<file path="src/rtl/psk_acq_pkg.sv">
// Shared types and helpers for the PSK phase-hypothesis acquisition search.
package psk_acq_pkg;

  typedef enum logic [1:0] {IDLE, DWELL, EVAL, DONE} state_t;

  function automatic int unsigned quarter_phase(input int unsigned phase_w);
    return 32'd1 << (phase_w - 32'd2);
  endfunction

  // Non-coherent power of one I/Q pair; caller truncates to its power width.
  function automatic longint unsigned pow_of(input longint signed i, input longint signed q);
    return $unsigned(i * i + q * q);
  endfunction

endpackage

</file>
<file path="src/rtl/psk_iq_integrator.sv">
// 1-bit I/Q NCO correlator: phase accumulator, quadrature code pair and two signed +/-1 integrators.
// One sample per cycle when en_i is high; clear_i/load_phase_i take priority over the update.
module psk_iq_integrator #(
  parameter int PHASE_W = 12,
  parameter int ACC_W   = 8
) (
  input  logic                     clk_i,
  input  logic                     rst_n_i,
  input  logic                     clear_i,
  input  logic                     load_phase_i,
  input  logic                     en_i,
  input  logic                     sig_i,
  input  logic [PHASE_W-1:0]       phase_ld_i,
  input  logic [PHASE_W-1:0]       fcw_i,
  output logic signed [ACC_W-1:0] i_acc_o,
  output logic signed [ACC_W-1:0] q_acc_o
);
  import psk_acq_pkg::*;

  localparam logic [PHASE_W-1:0] QOFF = PHASE_W'(quarter_phase(PHASE_W));
  localparam logic signed [ACC_W-1:0] STEP_P = ACC_W'(1);
  localparam logic signed [ACC_W-1:0] STEP_N = '1;

  logic [PHASE_W-1:0] phase_q, phase_d, phase_qoff;
  logic signed [ACC_W-1:0] i_acc_q, i_acc_d, q_acc_q, q_acc_d;
  logic code_i, code_q;

  assign phase_qoff = phase_q + QOFF;
  assign code_i     = phase_q[PHASE_W-1];
  assign code_q     = phase_qoff[PHASE_W-1];

  always_comb begin
    phase_d = phase_q;
    i_acc_d = i_acc_q;
    q_acc_d = q_acc_q;
    if (en_i) begin
      phase_d = phase_q + fcw_i;
      i_acc_d = i_acc_q + ((sig_i == code_i) ? STEP_P : STEP_N);
      q_acc_d = q_acc_q + ((sig_i == code_q) ? STEP_P : STEP_N);
    end
    if (clear_i) begin
      i_acc_d = '0;
      q_acc_d = '0;
    end
    if (load_phase_i) phase_d = phase_ld_i;
  end

  always_ff @(posedge clk_i) begin
    if (!rst_n_i) begin
      phase_q <= '0;
      i_acc_q <= '0;
      q_acc_q <= '0;
    end else begin
      phase_q <= phase_d;
      i_acc_q <= i_acc_d;
      q_acc_q <= q_acc_d;
    end
  end

  assign i_acc_o = i_acc_q;
  assign q_acc_o = q_acc_q;

endmodule

</file>
<file path="src/rtl/psk_acq_dispatcher.sv">
// Searches N_HYP carrier-phase hypotheses, reporting each power and the best; no backpressure.
// Latency start->done is N_HYP*(DWELL_LEN+1)+1 cycles with sample_en_i held high.
module psk_acq_dispatcher #(
  parameter int PHASE_W   = 12,
  parameter int ACC_W     = 8,
  parameter int DWELL_LEN = 96,
  parameter int N_HYP     = 16,
  parameter int IDX_W     = $clog2(N_HYP),
  parameter int POW_W     = 2 * ACC_W
) (
  input  logic               clk_i,
  input  logic               rst_n_i,
  input  logic               sig_i,
  input  logic               sample_en_i,
  input  logic               start_i,
  input  logic [PHASE_W-1:0] fcw_i,
  input  logic [PHASE_W-1:0] pcw_step_i,
  output logic               busy_o,
  output logic               hyp_stb_o,
  output logic [IDX_W-1:0]   hyp_idx_o,
  output logic [POW_W-1:0]   hyp_pow_o,
  output logic               done_o,
  output logic [IDX_W-1:0]   best_idx_o,
  output logic [POW_W-1:0]   best_pow_o
);
  import psk_acq_pkg::*;

  localparam int CNT_W = $clog2(DWELL_LEN + 1);

  generate
    if (DWELL_LEN > (2 ** (ACC_W - 1)) - 1) begin : g_bad_acc_w
      $error("DWELL_LEN does not fit the signed integrator width");
    end
    if (DWELL_LEN < 1 || N_HYP < 2) begin : g_bad_dims
      $error("DWELL_LEN must be >= 1 and N_HYP >= 2");
    end
  endgenerate

  state_t state_q, state_d;
  logic [PHASE_W-1:0] fcw_q, fcw_d, pcw_q, pcw_d, off_q, off_d;
  logic [IDX_W-1:0]   hyp_q, hyp_d, hyp_idx_q, hyp_idx_d, best_idx_q, best_idx_d;
  logic [CNT_W-1:0]   cnt_q, cnt_d;
  logic               hyp_stb_q, hyp_stb_d;
  logic [POW_W-1:0]   hyp_pow_q, hyp_pow_d, best_pow_q, best_pow_d;

  logic               clr, ld, en;
  logic [PHASE_W-1:0] phase_ld;
  logic signed [ACC_W-1:0] i_acc, q_acc;
  logic [63:0]        pow_full;
  logic [POW_W-1:0]   pow;

  psk_iq_integrator #(.PHASE_W(PHASE_W), .ACC_W(ACC_W)) u_iq (
    .clk_i        (clk_i),
    .rst_n_i      (rst_n_i),
    .clear_i      (clr),
    .load_phase_i (ld),
    .en_i         (en),
    .sig_i        (sig_i),
    .phase_ld_i   (phase_ld),
    .fcw_i        (fcw_q),
    .i_acc_o      (i_acc),
    .q_acc_o      (q_acc)
  );

  assign pow_full = pow_of(longint'(i_acc), longint'(q_acc));
  assign pow      = pow_full[POW_W-1:0];

  always_comb begin
    state_d    = state_q;
    fcw_d      = fcw_q;
    pcw_d      = pcw_q;
    off_d      = off_q;
    hyp_d      = hyp_q;
    cnt_d      = cnt_q;
    hyp_stb_d  = 1'b0;
    hyp_idx_d  = hyp_idx_q;
    hyp_pow_d  = hyp_pow_q;
    best_idx_d = best_idx_q;
    best_pow_d = best_pow_q;
    clr        = 1'b0;
    ld         = 1'b0;
    en         = 1'b0;
    phase_ld   = '0;
    case (state_q)
      IDLE: begin
        if (start_i) begin
          fcw_d   = fcw_i;
          pcw_d   = pcw_step_i;
          off_d   = '0;
          hyp_d   = '0;
          cnt_d   = '0;
          clr     = 1'b1;
          ld      = 1'b1;
          state_d = DWELL;
        end
      end
      DWELL: begin
        if (sample_en_i) begin
          en    = 1'b1;
          cnt_d = cnt_q + 1'b1;
          if (cnt_q == CNT_W'(DWELL_LEN - 1)) state_d = EVAL;
        end
      end
      EVAL: begin
        hyp_stb_d = 1'b1;
        hyp_idx_d = hyp_q;
        hyp_pow_d = pow;
        // Strict compare: on a tie the earlier hypothesis wins.
        if (hyp_q == '0 || pow > best_pow_q) begin
          best_idx_d = hyp_q;
          best_pow_d = pow;
        end
        if (hyp_q != IDX_W'(N_HYP - 1)) begin
          hyp_d    = hyp_q + 1'b1;
          off_d    = off_q + pcw_q;
          phase_ld = off_q + pcw_q;
          ld       = 1'b1;
          clr      = 1'b1;
          cnt_d    = '0;
          state_d  = DWELL;
        end else begin
          state_d = DONE;
        end
      end
      DONE:    state_d = IDLE;
      default: state_d = IDLE;
    endcase
  end

  always_ff @(posedge clk_i) begin
    if (!rst_n_i) begin
      state_q    <= IDLE;
      fcw_q      <= '0;
      pcw_q      <= '0;
      off_q      <= '0;
      hyp_q      <= '0;
      cnt_q      <= '0;
      hyp_stb_q  <= 1'b0;
      hyp_idx_q  <= '0;
      hyp_pow_q  <= '0;
      best_idx_q <= '0;
      best_pow_q <= '0;
    end else begin
      state_q    <= state_d;
      fcw_q      <= fcw_d;
      pcw_q      <= pcw_d;
      off_q      <= off_d;
      hyp_q      <= hyp_d;
      cnt_q      <= cnt_d;
      hyp_stb_q  <= hyp_stb_d;
      hyp_idx_q  <= hyp_idx_d;
      hyp_pow_q  <= hyp_pow_d;
      best_idx_q <= best_idx_d;
      best_pow_q <= best_pow_d;
    end
  end

  assign busy_o     = (state_q != IDLE);
  assign done_o     = (state_q == DONE);
  assign hyp_stb_o  = hyp_stb_q;
  assign hyp_idx_o  = hyp_idx_q;
  assign hyp_pow_o  = hyp_pow_q;
  assign best_idx_o = best_idx_q;
  assign best_pow_o = best_pow_q;

endmodule

</file>
<file path="config.mk">
export PLATFORM = sky130hd
export DESIGN_NAME = psk_acq_dispatcher
export DESIGN_NICKNAME = d
export VERILOG_FILES = /design/src/rtl/psk_acq_pkg.sv /design/src/rtl/psk_iq_integrator.sv /design/src/rtl/psk_acq_dispatcher.sv
export SDC_FILE = /design/constraint.sdc
export NUM_CORES = 1
export LEC_CHECK = 0
export BUFFER_PORTS_ARGS = -buffer_cell sky130_fd_sc_hd__clkbuf_2
export CORE_MARGIN = 2
export CORE_UTILIZATION = 65
export DETAILED_ROUTE_END_ITERATION = 16
export PLACE_DENSITY = 0.87
export SYNTH_ARGS = -nofsm -noshare
export SYNTH_HDL_FRONTEND = slang
export SYNTH_SLANG_ARGS = --single-unit
</file>
<file path="constraint.sdc">
create_clock -name clk_i -period 16.2 [get_ports clk_i]
set_input_delay 4.86 -clock clk_i [delete_from_list [all_inputs] [get_ports clk_i]]
set_output_delay 4.86 -clock clk_i [all_outputs]
set_load 0.05 [all_outputs]
</file>
# Yosys cells after proc, flatten, opt, wreduce, memory -nomap -nowiden
# Index checks and enable logic that the tools add are counted.
dict set report word_totals {
  output_inout_bits 43
  wordCells 77
  ff_bits 118
  input_bits 29
}
dict set report classes {
  add_sub_neg 8
  bitwise_logic 1
  magnitude_cmp 1
  reduce_logical 13
  n_mux 27
  eq_ne 11
  n_mul 2
}
# operator count
set op_table {}
lappend op_table {{$mux W12} 6}
lappend op_table {{$mul A8 B8 Y16} 2}
lappend op_table {{$add A12 B12 Y12} 2}
lappend op_table {{$pmux W12 S2} 1}
lappend op_table {{$mux W7} 3}
lappend op_table {{$pmux W7 S3} 1}
lappend op_table {{$add A16 B16 Y16} 1}
lappend op_table {{$add A8 B8 Y8} 2}
lappend op_table {{$gt A16 B16 Y1} 1}
lappend op_table {{$mux W8} 2}
lappend op_table {{$add A12 B11 Y12 const B} 1}
lappend op_table {{$mux W2} 4}
lappend op_table {{$mux W4} 2}
lappend op_table {{$ne A2 B2 Y1 const B} 4}
lappend op_table {{$pmux W2 S4} 1}
lappend op_table {{$pmux W4 S2} 1}
lappend op_table {{$add A7 B1 Y7 const B} 1}
lappend op_table {{$eq A7 B7 Y1 const B} 1}
lappend op_table {{$reduce_and A3 Y1} 2}
lappend op_table {{$reduce_bool A2 Y1} 3}
lappend op_table {{$mux W1} 5}
lappend op_table {{$add A4 B1 Y4 const B} 1}
lappend op_table {{$eq A2 B2 Y1 const B} 2}
lappend op_table {{$logic_not A4 Y1} 1}
lappend op_table {{11 further kinds} 13}

# Longest topological paths before layout
dict set report logic_depth {
  depth_word 5
  depth_mapped 30
  depth_no_buf 28
}

# Hierarchy
# From an unflattened synthesis, not the netlist that was laid out.
dict set report hier_totals {
  cells_unflattened 1295
  area_unflattened_um2 11115.7
}
# mod cells_each area_per_inst_um2 n_inst seq_area_each_um2
set by_module_without_submodules {}
lappend by_module_without_submodules {psk_acq_dispatcher 1018 8869.8 1 1801.7}
lappend by_module_without_submodules {psk_iq_integrator 277 2245.9 1 560.5}

# Worst setup path after synthesis
# No wires, ideal clock.
dict set report synth_timing {
  kind {input port to flip-flop}
  from {in sig_i}
  to {reg u_iq.q_acc_q[7] (netlist: u_iq.q_acc_o[7])}
  cell_stages 10
  setup_ps 70
  n_path_buf 0
  arrival_ps 7525
  required_time_ps 16130
  path_slack_ps 8605
  path_cell_list {xor2_1 xor2_1 ha_1 a21o_1 a21oi_1 o21bai_1 a2111oi_1 o211ai_1 a21o_1 a21oi_1}
}
dict set report synth_between {
  elab_chain_cells 3
}
# item line
set synth_rtl {}
lappend synth_rtl {{from (decl)} psk_acq_dispatcher.sv:13} ;# input logic sig_i,
lappend synth_rtl {{$eq A1 B1 Y1} psk_iq_integrator.sv:39} ;# q_acc_d = q_acc_q + ((sig_i == code_q) ? STEP_P : STEP_N);
lappend synth_rtl {{$mux W8} psk_iq_integrator.sv:39}
lappend synth_rtl {{$add A8 B8 Y8} psk_iq_integrator.sv:39}
lappend synth_rtl {{to (signal assigned)} psk_iq_integrator.sv:56} ;# q_acc_q <= q_acc_d;
lappend synth_rtl {{to (decl)} psk_iq_integrator.sv:25} ;# logic signed [ACC_W-1:0] i_acc_q, i_acc_d, q_acc_q, q_acc_d;
# No other way between the ends.
# A chain may end at the register's enable or synchronous reset.

# Worst setup path in the final report
dict set report layout_timing {
  from {reg u_iq.q_acc_q[7] (netlist: u_iq.q_acc_o[7])}
  to {reg best_pow_q[14] (netlist: best_pow_o[14])}
}
dict set report layout_between {
  elab_chain_cells 5
}
# item line
set layout_rtl {}
lappend layout_rtl {{$mul A8 B8 Y16} psk_acq_pkg.sv:12} ;# return $unsigned(i * i + q * q);
lappend layout_rtl {{$add A16 B16 Y16} psk_acq_pkg.sv:12}
lappend layout_rtl {{named net pow_full[13]} psk_acq_dispatcher.sv:49} ;# logic [63:0] pow_full;
lappend layout_rtl {{$gt A16 B16 Y1} psk_acq_dispatcher.sv:109} ;# if (hyp_q == '0 || pow > best_pow_q) begin
lappend layout_rtl {{$logic_or A1 B1 Y1} psk_acq_dispatcher.sv:109}
lappend layout_rtl {{$reduce_and A2 Y1 (no source line)} --}
lappend layout_rtl {{to (signal assigned)} psk_acq_dispatcher.sv:154} ;# best_pow_q <= best_pow_d;
lappend layout_rtl {{to (decl)} psk_acq_dispatcher.sv:44} ;# logic [POW_W-1:0] hyp_pow_q, hyp_pow_d, best_pow_q, best_pow_d;
# The timed path passes the listed nets, and every way through them passes these cells.

==> flow_summary.ini <==
[final_layout]
multi_input_comb_area_um2 = 7400
antenna-diode-count = 0
fin_util_pct = 72.9
seq_area_um2 = 2360
n_fill_cell = 1137
share_of_layout_cells_above_drive_strength_1_pct = 8.83
most_frequent_cells_in_the_layout = sky130_fd_sc_hd__inv_1, sky130_fd_sc_hd__nand2_1, sky130_fd_sc_hd__a21oi_1
signed_area_change_from_the_synthesized_netlist_to_the_final_layout_pct = 9.55
design.final.nets = 1528
mostFrequentLayoutCell = sky130_fd_sc_hd__inv_1

[timing]
timing.clock.skew_ns = 0.0105
max_clock_freq_mhz = 118
post-route-period-util_pct = 52.3
fin_setup_tns_ns = 0
finalHoldViolCount = 0
timing.final.crit_period_ns = 8.48
finalMaxSlewViolations = 0
timing.final.setup_violations = 0
rsz0062_at_grt = no
worst_slew_pin_tran_ns = 1.20
timing.slew.headroom_pct = 19.8

[yosys]
syn_inst = 1242
synth_edf_count = 0
syn_avg_cell_area_um2 = 8.54
synth_cell_types = 50
synthesis.nets = 1492
synthFlopType = sky130_fd_sc_hd__dfxtp_1
yosysSeqAreaShare_pct = 22.3
ff_latch_count_synth = 118
async_flop_share_pct = 0
synthesis.area_um2 = 10600
synthesis.yosys.warnings = 0

[power]
comb_power_share_pct = 16.6
p_switching_mw = 0.225
internal_power_mw = 0.587
power_switching_share_pct = 27.7
ir_worst_vdd_mv = 0.0729
power_frac_clock_pct = 45.2
power-per-cell-area_nw_per_um2 = 69.9
static_leakage_nw = 5.46
flop_pwr_share_pct = 38.2

[cts]
hold_buffers = 0
post_cts_resize_count = 0
post-cts-setup-buffer-count = 0
cts_inserted_buffers = 17
clk_path_buf_depth = 2
numClockSinks = 118
clock-root-buffer = sky130_fd_sc_hd__clkbuf_16
clk_pin_slew_worst_paths_ns = 0.06
htree_levels = 4
clock_latency_ns = 0.42
cts_tree = yes

[worst_setup_path]
cp-startpoint = u_iq.q_acc_o[7]
critical_path.endpoint_type = flip-flop
cp_max_fo = 14
criticalPathCategory = reg2reg
r2r_start = u_iq.q_acc_o[7]
worst_setup_path_start_kind = flip-flop
crit_path_end = best_pow_o[14]
ff2ff_setup_slack_ns = 7.72
rr_worst_depth = 25
r2r-end = best_pow_o[14]
worst_ep_arrival_time_ns = 8.78
timing.critical_path.required_ns = 16.51

[flow_run]
drv_cap = 0

[worst_hold_path]
hold_path_class = reg2reg
hold_path.startpoint = hyp_idx_o[3]

[placed_design]
routabilityCongestion = 0.884
detailedPlacementHpwl_um = 18500
portBuffers = 71

[drt]
remaining_drc_errors = 0
detail_route.vias_per_cell = 5.82
avgRoutedWirePerCell_um = 16.7
vias = 8777
drt-pass1-iter-count = 6
finalWirelength_um = 25100
drt_first_iter_violations = 702
drt.antenna.violating_nets = 0

[floorplan]
pin_count = 72
die-width_um = 132
core_um2 = 15900
placement_rows = 46
die_y_um = 132
die_footprint_um2 = 17400
starting_utilization_of_the_core_area_pct = 66.5

[global_routing]
grt_most_used_layer = met2
global_route_wire_length_before_repair_um = 41400
pin_count_of_the_biggest_net_entering_global_routing = 75
grt_use_total_pct = 29.3
grt.met2_usage_pct = 49.2
antenna_found_initial = 0
first_global_vias = 8834
met1_usage_pct = 37.4
overflow = 0
globalRouteMet3Util_pct = 6.23

[run_status]
result_of_the_run = finished clean
stage by stage:
stage / instance area, um2 / std cells / hold WS (ns) / power [mW] / worst slack (ns)
after global routing: 11600 / 1507 / 0.470 / 0.844 / 7.35
after detailed placement: 11000 / 1475 / 0.447 / 0.446 / 7.96
final: 11600 / 1507 / 0.452 / 0.812 / 7.72
after global placement: 11000 / 1475 / 0.441 / 0.440 / 8.10
after floorplan: 10600 / 1242 / 0.440 / 0.414 / 8.60
after CTS: 11600 / 1507 / 0.453 / 0.812 / 7.89
worst min-delay path by stage:
| stage | cells after the start | slack [ns] | endpoint |
|---|---|---|---|
| 2_1_floorplan | 2 | 0.44 | off_q[0] |
| 3_3_place_gp | 2 | 0.44 | hyp_pow_o[9] |
| 3_5_place_dp | 2 | 0.45 | hyp_pow_o[12] |
| 4_1_cts | 2 | 0.45 | hyp_pow_o[12] |
| 5_1_grt | 2 | 0.47 | off_q[3] |
| 6_report | 2 | 0.45 | hyp_idx_o[3] |
cell usage after synthesis, drive strengths merged (2+ instances only):
master   instances  share of area, %
o211ai           4              0.28
a311oi           2              0.17
xnor2           55               4.5
a21o            24               1.7
dfxtp          118                22
inv            164               5.8
nor2b           11              0.65
buf             10              0.44
clkinv           2             0.071
a41oi            2              0.17
or2              2              0.12
clkbuf          48               1.7
a2111oi          2              0.19
o21a             9              0.64
a31o             4              0.33
nand4           10              0.59
nand2          162               5.7
fa             116                22
o21bai           9              0.64
mux2i            2              0.19
a22oi            3              0.21
o31ai            2              0.14
and3             5              0.29
nor2            58               2.1
mux2             2              0.21
a21boi           4              0.28
nand3           25               1.2
or3              5              0.29
xor2            15               1.2
nand2b           6              0.35
nor3             7              0.33
a211oi           6              0.42
and2            39               2.3
nor4             2              0.12
o21ai           54               2.5
ha             105                12
or4              2              0.14
a31oi            8              0.47
a21oi          130               6.1
registers in the layout (all words and copies together) (netlist names), 8 cells and up:
register and cells:
fcw_q 12, off_q 12, pcw_q 12, u_iq.q_acc_o 8, hyp_pow_o 16, u_iq.phase_q 12, best_pow_o 16, u_iq.i_acc_o 8
metal layers:
metal	up-vias	share of wire, %
li1	4113	-
met3	89	7.5
met1	4201	41
met4	0	3.1
met5	-	0
met2	374	48
critical path, cell delays in order, from the launching register on:
cell	delay, ns
sky130_fd_sc_hd__dfxtp_1	0.53
sky130_fd_sc_hd__clkinv_1	0.35
sky130_fd_sc_hd__nor2_1	0.64
sky130_fd_sc_hd__fa_1	0.56
sky130_fd_sc_hd__fa_1	0.53
sky130_fd_sc_hd__fa_1	0.45
sky130_fd_sc_hd__fa_1	0.53
sky130_fd_sc_hd__fa_1	0.54
sky130_fd_sc_hd__inv_1	0.05
sky130_fd_sc_hd__fa_1	0.52
sky130_fd_sc_hd__inv_1	0.04
sky130_fd_sc_hd__ha_1	0.34
sky130_fd_sc_hd__or3_1	0.35
sky130_fd_sc_hd__o21ai_0	0.08
sky130_fd_sc_hd__a21oi_1	0.10
sky130_fd_sc_hd__a41oi_1	0.29
sky130_fd_sc_hd__xnor2_1	0.24
sky130_fd_sc_hd__ha_1	0.32
sky130_fd_sc_hd__a21o_1	0.18
sky130_fd_sc_hd__a21o_1	0.17
sky130_fd_sc_hd__a21oi_1	0.17
sky130_fd_sc_hd__o21ai_0	0.15
sky130_fd_sc_hd__o21ai_1	0.53
sky130_fd_sc_hd__buf_4	0.33
sky130_fd_sc_hd__nand2_1	0.07
sky130_fd_sc_hd__a31o_2	0.27
cell type report:
class,count,share of cell area [%]
flip-flops and latches,118,20.3
clock buffers,26,4.47
inverters,166,5.36
repair buffers,75,3.32
multi-input cells,900,63.6
well taps,216,2.33
clock inverters,6,0.560
kinds of logic after synthesis:
logic type	count (synthesis)	share of synthesized area, %
buf+inv	224	8.01
fa+ha+maj	221	34.3
xor+xnor	71	5.99
mux	4	0.401
simple gates	335	14.2
flops	118	22.3
compound gates	269	14.8
power by group through the flow:
stage | clock [mW] | sequential [mW] | combinational, mW
4_1_cts | 0.370 | 0.310 | 0.133
6_report | 0.367 | 0.310 | 0.135
3_5_place_dp | 0 | 0.316 | 0.130
2_1_floorplan | 0 | 0.309 | 0.105
3_3_place_gp | 0 | 0.315 | 0.125
5_1_grt | 0.384 | 0.311 | 0.150
Power figures use the tool's default switching activity.
